## src/rtl/instr_fetch_pkg.sv

```systemverilog
// Shared definitions for the instruction fetch unit: data widths, reset
// vector, fetch FSM state encoding and the sequential pc increment.
package instr_fetch_pkg;

   localparam int unsigned XLEN = 32;
   localparam int unsigned ILEN = 32;

   localparam logic [XLEN-1:0] RESET_PC = 32'h0000_0000;
   localparam logic [XLEN-1:0] PC_STEP  = XLEN'(4);

   typedef enum logic [2:0] {
      IDLE  = 3'd0,
      REQ   = 3'd1,
      WAIT  = 3'd2,
      HOLD  = 3'd3,
      DRAIN = 3'd4
   } fetch_state_e;

   // Sequential fetch address; wraps modulo 2^XLEN.
   function automatic logic [XLEN-1:0] next_pc(input logic [XLEN-1:0] pc);
      return pc + PC_STEP;
   endfunction

endpackage

```

## src/rtl/instr_fetch_out_reg.sv

```systemverilog
// fetch_out_reg: output register toward decode.
// Ports:
//   i_clk, i_rst_n   clock, async active-low reset
//   i_load           capture i_instruction/i_pc and raise o_valid
//   i_clear          drop o_valid (wins over i_load)
//   i_instruction    instruction word to capture
//   i_pc             address the word came from
//   o_valid, o_instruction, o_pc  registered decode-side outputs
module fetch_out_reg
   import instr_fetch_pkg::*;
(
   input  logic            i_clk,
   input  logic            i_rst_n,
   input  logic            i_load,
   input  logic            i_clear,
   input  logic [ILEN-1:0] i_instruction,
   input  logic [XLEN-1:0] i_pc,
   output logic            o_valid,
   output logic [ILEN-1:0] o_instruction,
   output logic [XLEN-1:0] o_pc
);

   logic            r_valid;
   logic [ILEN-1:0] r_instruction;
   logic [XLEN-1:0] r_pc;

   // Payload is only written on load, so it holds while decode stalls.
   always_ff @(posedge i_clk or negedge i_rst_n) begin
      if (!i_rst_n) begin
         r_valid       <= 1'b0;
         r_instruction <= '0;
         r_pc          <= '0;
      end else if (i_clear) begin
         r_valid       <= 1'b0;
      end else if (i_load) begin
         r_valid       <= 1'b1;
         r_instruction <= i_instruction;
         r_pc          <= i_pc;
      end
   end

   assign o_valid       = r_valid;
   assign o_instruction = r_instruction;
   assign o_pc          = r_pc;

endmodule

```

## src/rtl/instr_fetch.sv

```systemverilog
// instr_fetch: single-outstanding instruction fetch unit.
// Issues one request per instruction, waits for the response, hands the
// word to decode and waits for acceptance before fetching the next one.
// Redirects override everything; a redirect with a response still in
// flight goes through DRAIN to throw that response away.
// Ports:
//   i_clk, i_rst_n                     clock, async active-low reset
//   o_imem_req/o_imem_addr             fetch request and word address
//   i_imem_gnt/i_imem_rvalid/i_imem_rdata  memory handshake and data
//   i_redirect/i_redirect_pc           branch/jal pc redirect
//   o_valid/o_instruction/o_pc/i_ready decode handshake
//   o_misaligned                       (FETCH_ALIGN_CHECK_EN only) halted on
//                                      a misaligned redirect target
// Build option: define FETCH_ALIGN_CHECK_EN to enable misaligned-target
// detection; otherwise target bits [1:0] are ignored.
module instr_fetch
   import instr_fetch_pkg::*;
(
   input  logic            i_clk,
   input  logic            i_rst_n,
   output logic            o_imem_req,
   output logic [XLEN-1:0] o_imem_addr,
   input  logic            i_imem_gnt,
   input  logic            i_imem_rvalid,
   input  logic [ILEN-1:0] i_imem_rdata,
   input  logic            i_redirect,
   input  logic [XLEN-1:0] i_redirect_pc,
`ifdef FETCH_ALIGN_CHECK_EN
   output logic            o_misaligned,
`endif
   output logic            o_valid,
   output logic [ILEN-1:0] o_instruction,
   output logic [XLEN-1:0] o_pc,
   input  logic            i_ready
);

   fetch_state_e    r_state;
   logic [XLEN-1:0] r_pc;
   logic            w_load;
   logic            w_clear;
   logic            w_bad_target;
   logic            w_halted;
   logic            w_halt_next;
   fetch_state_e    w_resume;

`ifdef FETCH_ALIGN_CHECK_EN
   logic r_misaligned;

   assign w_bad_target = (i_redirect_pc[1:0] != 2'b00);

   // Flag follows the alignment of the most recent redirect target.
   always_ff @(posedge i_clk or negedge i_rst_n) begin
      if (!i_rst_n) begin
         r_misaligned <= 1'b0;
      end else if (i_redirect) begin
         r_misaligned <= w_bad_target;
      end
   end

   assign w_halted     = r_misaligned;
   assign o_misaligned = r_misaligned;
`else
   logic w_unused_pc_lsb;

   assign w_unused_pc_lsb = ^i_redirect_pc[1:0];
   assign w_bad_target    = 1'b0;
   assign w_halted        = 1'b0;
`endif

   // Where to go once no response is pending: park in IDLE while halted.
   assign w_halt_next = i_redirect ? w_bad_target : w_halted;
   assign w_resume    = w_halt_next ? IDLE : REQ;

   assign w_load  = (r_state == WAIT) && i_imem_rvalid && !i_redirect;
   assign w_clear = i_redirect || ((r_state == HOLD) && i_ready);

   // Fetch FSM and pc; redirect has priority over every handshake.
   always_ff @(posedge i_clk or negedge i_rst_n) begin
      if (!i_rst_n) begin
         r_state <= IDLE;
         r_pc    <= RESET_PC;
      end else begin
         if (i_redirect) begin
            r_pc <= {i_redirect_pc[XLEN-1:2], 2'b00};
         end else if (w_load) begin
            r_pc <= next_pc(r_pc);
         end

         unique case (r_state)
            IDLE: r_state <= w_resume;
            REQ: begin
               if (i_redirect) begin
                  r_state <= i_imem_gnt ? DRAIN : w_resume;
               end else if (i_imem_gnt) begin
                  r_state <= WAIT;
               end
            end
            WAIT: begin
               if (i_redirect) begin
                  r_state <= i_imem_rvalid ? w_resume : DRAIN;
               end else if (i_imem_rvalid) begin
                  r_state <= HOLD;
               end
            end
            HOLD: begin
               if (i_redirect || i_ready) begin
                  r_state <= w_resume;
               end
            end
            DRAIN: begin
               if (i_imem_rvalid) begin
                  r_state <= w_resume;
               end
            end
            default: r_state <= IDLE;
         endcase
      end
   end

   assign o_imem_req  = (r_state == REQ);
   assign o_imem_addr = r_pc;

   fetch_out_reg u_out_reg (
      .i_clk         (i_clk),
      .i_rst_n       (i_rst_n),
      .i_load        (w_load),
      .i_clear       (w_clear),
      .i_instruction (i_imem_rdata),
      .i_pc          (r_pc),
      .o_valid       (o_valid),
      .o_instruction (o_instruction),
      .o_pc          (o_pc)
   );

endmodule

```

## config.mk

```make
export PLATFORM = sky130hd
export DESIGN_NAME = instr_fetch
export DESIGN_NICKNAME = d
export VERILOG_FILES = /design/src/rtl/instr_fetch_pkg.sv /design/src/rtl/instr_fetch_out_reg.sv /design/src/rtl/instr_fetch.sv
export SDC_FILE = /design/constraint.sdc
export NUM_CORES = 1
export LEC_CHECK = 0
export BUFFER_PORTS_ARGS = -buffer_cell sky130_fd_sc_hd__buf_2
export CAP_MARGIN = 10
export CORE_MARGIN = 5
export CORE_UTILIZATION = 49
export CTS_CLUSTER_DIAMETER = 80
export DETAILED_ROUTE_END_ITERATION = 10
export PLACE_DENSITY = 0.8
export SLEW_MARGIN = 20
export SYNTH_ARGS = -nofsm -noshare
export SYNTH_HDL_FRONTEND = slang
export SYNTH_SLANG_ARGS = --single-unit
export TNS_END_PERCENT = 20
```

## constraint.sdc

```tcl
create_clock -name i_clk -period 2.4 [get_ports i_clk]
set_input_delay 0.6 -clock i_clk [delete_from_list [all_inputs] [get_ports i_clk]]
set_output_delay 0.6 -clock i_clk [all_outputs]
set_load 0.005 [all_outputs]
```

== After elaboration in Yosys (flattened, before gate mapping) ==
Cells that the tools add are included.
W data, S select, Z words.

* Flip-flop bits (word level): 100
* Input port bits: 70
* Output and inout bits: 98

* Add/subtract/negate cells: 1
* Eq/ne operators: 8
* Mux-type cells: 13
* Bitwise gates (word level): 1
* Reduce and logical (&&, ||, !) cells: 11

{| class="wikitable"
|+ Operator list
! kind !! count
|-
| $mux W32 || 2
|-
| $add A32 B3 Y32 const B || 1
|-
| $mux W3 || 8
|-
| $pmux W3 S5 || 1
|-
| $eq A3 B2 Y1 const B || 2
|-
| $reduce_and A4 Y1 || 1
|-
| $reduce_bool A2 Y1 || 2
|-
| $eq A3 B1 Y1 const B || 1
|-
| $eq A3 B3 Y1 const B || 1
|-
| $logic_and A1 B1 Y1 || 3
|-
| $logic_not A3 Y1 || 1
|-
| $ne A3 B1 Y1 const B || 1
|-
| $ne A3 B3 Y1 const B || 1
|-
| $logic_or A1 B1 Y1 || 2
|-
| $mux W1 || 2
|-
| $ne A2 B1 Y1 const B || 1
|-
| $ne A2 B2 Y1 const B || 1
|-
| $reduce_and A2 Y1 || 1
|-
| $logic_not A1 Y1 || 1
|-
| $not A1 Y1 || 1
|}

== Logic depth before layout (Yosys ltp) ==
* Depth after elaboration: 5
* Depth in mapped cells: 6
* Gate-level depth less buffers: 5

== By module ==
Synthesis repeated with hierarchy kept, for this count alone.

* Cells, all modules: 378
* Area total of the unflattened synthesis: 4758.3 um^2

{| class="wikitable"
|+ By module, submodules not included
! module !! times used !! cells each !! area each (um^2) !! seq. area each (um^2)
|-
| fetch_out_reg || 1 || 139 || 2733.9 || 1626.6
|-
| instr_fetch || 1 || 239 || 2024.4 || 825.8
|}

== Worst setup path after synthesis ==
No wires, ideal clock.

* Path type: register to register
* Start: reg r_pc[9] (netlist: o_imem_addr[9])
* End: reg r_pc[23] (netlist: o_imem_addr[23])
* Setup time: 0.082 ns
* Arrival time: 1.884 ns
* Required time: 2.318 ns
* Path slack: 0.434 ns
* Cell stages (with the launch flop): 6
* Buffers on the path: 1
* Period minus slack after synthesis: 1.966 ns
* Cells stage by stage: dfrtp_1 > nand3_2 > or4_4 > buf_6 > or4_1 > a31oi_1

* Longest elaborated chain between the ends: 3

{| class="wikitable"
|+ RTL lines
! element !! line !! RTL
|-
| from (decl) || instr_fetch.sv:38 || <nowiki>logic [XLEN-1:0] r_pc;</nowiki>
|-
| from (signal assigned) || instr_fetch.sv:84 || <nowiki>r_pc <= {i_redirect_pc[XLEN-1:2], 2'b00};</nowiki>
|-
| from (signal assigned) || instr_fetch.sv:86 || <nowiki>r_pc <= next_pc(r_pc);</nowiki>
|-
| $add A32 B3 Y32 || instr_fetch_pkg.sv:21 || <nowiki>return pc + PC_STEP;</nowiki>
|-
| $mux W32 || instr_fetch.sv:85 || <nowiki>end else if (w_load) begin</nowiki>
|-
| $mux W32 || instr_fetch.sv:83 || <nowiki>if (i_redirect) begin</nowiki>
|}

No other way between the ends. The select of a mux whose other input is x is not followed.
A chain may end at the register's enable or synchronous reset.

== Worst setup path after layout ==
* Start: reg r_pc[2] (netlist: o_imem_addr[2])
* End: reg r_pc[26] (netlist: o_imem_addr[26])

The elaborated chain is that of the path after synthesis.

==> results.sh <==
export IMPL_status="finished, final reports clean"
export IMPL_start_util_pct=49.8
export IMPL_gr_total_overflow=0
export IMPL_synthCells=370
export IMPL_grt_total_usage_pct=20.1
export IMPL_switching_power_mw=1.48
export IMPL_worstPathMaxFanout=10
export IMPL_cts_htree_levels=3
export IMPL_final_setup_viol_count=0
export IMPL_final_cells=641
export IMPL_maxSlewHeadroom_pct=55.3
export IMPL_fin_total_pwr_mw=4.92
export IMPL_synth_avg_cell_area_um2=11.7
export IMPL_worst_pin_slew_ns=0.665
export IMPL_clkLatencyLatePin_ns=0.36
export IMPL_numCtsBuffers=9
export IMPL_drt_total_wl_um=10600
export IMPL_num_antenna_cells=0
export IMPL_tns_ns=0
export IMPL_final_util_pct=62.8
export IMPL_fp_dieH_um=104
export IMPL_seq_power_share_pct=49.6
export IMPL_route_detailed_drc=0
export IMPL_slew_violations=0
export IMPL_peakVddDrop_mv=0.431
export IMPL_ctsHoldBuffers=0
export IMPL_layout_drive_gt1_share_pct=46.9
export IMPL_holdWs_ns=0.107
export IMPL_drt_initial_drc_count=169
export IMPL_reg2reg_slack_ns=0.23
export IMPL_start_kind="flop"
export IMPL_post_cts_buffers=0
export IMPL_finalHoldViolCount=0
export IMPL_placed_cells=625
export IMPL_syn2layout_area_growth_pct=26.1
export IMPL_first_pass_iters=4
export IMPL_synth_cell_type_count=39
export IMPL_finalWeightedCongestion=0.815
export IMPL_fin_skew_ns=0.0152
export IMPL_hold_class="in2async"
export IMPL_swShare_pct=30.1
export IMPL_ioPinCount=168
export IMPL_syn_area_um2=4320
export IMPL_grt_max_degree=59
export IMPL_min_period_over_period_pct=90.5
export IMPL_rsz0062_at_grt="false"
export IMPL_tritoncts="built"
export IMPL_port_buffers=161
export IMPL_dieArea_um2=10800
export IMPL_worstPathRequired_ns=2.68
export IMPL_powerDensity_nw_per_um2=902
export IMPL_rows=34
export IMPL_p_leak_nw=2.64
export IMPL_clk_pin_slew_worst_paths_ns=0.10
export IMPL_nNetsFinal=599
export IMPL_clock_sinks=96
export IMPL_arrival_ns=2.45
export IMPL_cp_end_kind="flop"
export IMPL_cts_buffer_depth=2
export IMPL_period_needed_ns=2.17
export IMPL_reg2reg_to="o_imem_addr[26]"
export IMPL_reg2reg_depth=5
export IMPL_path_class="reg2reg"
export IMPL_grt_pass1_wl_um=18000
export IMPL_avgRoutedWirePerCell_um=16.5
export IMPL_yosysWarnings=0
export IMPL_cts_root_buffer="clkbuf_8"
export IMPL_coreArea_um2=8680
export IMPL_r2r_start="o_imem_addr[2]"
export IMPL_comb_power_share_pct=28.7
export IMPL_via_per_inst=5.49
export IMPL_post_cts_resized=0
export IMPL_p_int_mw=3.44
export IMPL_die_x_um=104
export IMPL_via_count=3522
export IMPL_synth_seq_cells=96
export IMPL_cap_violations=0
export IMPL_postRouteAntennaNets=0
export IMPL_ys_seq_area_share_pct=55.6
export IMPL_grt_pass1_vias=3578
export IMPL_antenna_found_initial=0
export IMPL_place_detailed_hpwl_um=7800
export IMPL_max_freq_mhz=460
export IMPL_p_clk_share_pct=21.7
==> area by class of cell <==
class                      count  area [µm²]
clock inverter                 6        67.6
clock buffer                  10         128
sequential                    96        2400
fill                         707        3230
timing repair buffer         170         901
multi-input combinational    247        1800
tap                          108         135
inverter                       4        15.0
==> power groups by stage <==
stage                     clock network [mW]  registers, mW  logic, mW
after floorplan                            0           2.47      0.663
after global placement                     0           2.44       1.39
after detailed placement                   0           2.48       1.43
after CTS                               1.09           2.45       1.44
after global routing                    1.15           2.52       1.57
final                                   1.07           2.44       1.41
==> Yosys cell counts (all sizes together) <==
library cell  number  area (µm²)
nor3               4        20.0
xnor2              3        26.3
o32ai              1        8.76
o21a               1        7.51
a22oi              1        7.51
and3               4        25.0
ha                 1        12.5
and2               3        18.8
inv                4        15.0
clkbuf            20        75.1
mux2              62         698
o21ai             15        75.1
o31ai             13        97.6
buf                6        46.3
nand4              7        43.8
conb               1        3.75
nor2              24        90.1
and4bb             1        12.5
nand3             15        80.1
or4               14         109
a21oi              4        20.0
nand4bb            1        11.3
o31a               2        17.5
nor2b              3        18.8
o211ai             1        7.51
nor4               1        6.26
and4               6        52.6
dfrtp             96        2400
nand2             23        86.3
a31oi             19         119
xor2               5        43.8
or3                5        31.3
nand2b             2        12.5
a2bb2oi            1        8.76
mux2i              1        10.0
==> state kept, by name, summed over array words and instances, names as in the netlist <==
| signal | count |
|---|---|
| o_imem_addr | 30 |
| r_state | 3 |
| u_out_reg.o_instruction | 32 |
| u_out_reg.o_pc | 30 |
| u_out_reg.o_valid | 1 |
==> worst max-delay path by stage <==
stage / startpoint / cells after the start / endpoint
after floorplan: o_imem_addr[9] / 5 / o_imem_addr[23]
after global placement: i_imem_rvalid / 5 / o_imem_addr[26]
after detailed placement: i_imem_rvalid / 5 / o_imem_addr[26]
after CTS: o_imem_addr[3] / 5 / o_imem_addr[26]
after global routing: o_imem_addr[2] / 5 / o_imem_addr[26]
final: o_imem_addr[2] / 5 / o_imem_addr[26]
==> per-stage QoR <==
| step | instance area (µm²) | worst slack (ns) |
|---|---|---|
| global route | 5450 | 0.0344 |
| finish | 5450 | 0.228 |
| global placement | 5250 | 0.253 |
| CTS | 5450 | 0.212 |
| floorplan | 4330 | 0.434 |
| detailed placement | 5250 | 0.148 |
==> cell usage in the layout (no fill, tap or decap), drive strengths merged, types with 2 or more instances in the layout <==
cell / Yosys / routed
nand2: 23 / 23
clkinvlp: 0 / 2
nand3: 15 / 15
nor2b: 3 / 3
nand2b: 2 / 2
inv: 4 / 5
clkinv: 0 / 2
or4: 14 / 14
conb: 1 / 4
and2: 3 / 3
and4: 6 / 6
a21oi: 4 / 4
xnor2: 3 / 3
or3: 5 / 5
mux2: 62 / 62
dfrtp: 96 / 96
nand4: 7 / 7
nor2: 24 / 24
nor3: 4 / 4
and3: 4 / 4
a31oi: 19 / 19
buf: 6 / 170
xor2: 5 / 5
clkbuf: 20 / 10
o31a: 2 / 2
o21ai: 15 / 15
o31ai: 13 / 13
==> critical path, stage by stage (launching register included) <==
cell and delay (ns):
dfrtp_1 0.45, ha_1 0.21, and4_1 0.30, nand3_1 0.34, or4_1 0.60, a31oi_1 0.18
==> per-layer routing <==
metal / wire, µm / share of wire, % / up-vias / global-route usage, %
li1: - / - / 1666 / -
met1: 4510 / 43 / 1713 / 26.4
met2: 5180 / 49 / 126 / 32.2
met3: 704 / 6.6 / 17 / 5.46
met4: 197 / 1.9 / 0 / 7.31
met5: 0 / 0 / - / 0
==> kinds of logic (layout without fill, tap and decap cells) <==
group | count (synthesis) | in the layout | synth area share (%)
buffers and inverters | 30 | 190 | 3.16
other | 1 | 4 | 0.0868
flip-flops | 96 | 96 | 55.6
XOR/XNOR | 8 | 8 | 1.62
AO/OA/AOI/OAI | 58 | 58 | 8.54
multiplexers | 63 | 63 | 16.4
adder cells (fa/ha/maj) | 1 | 1 | 0.290
AND/OR/NAND/NOR | 113 | 113 | 14.3
No activity file was read; power rests on OpenSTA's default activity.
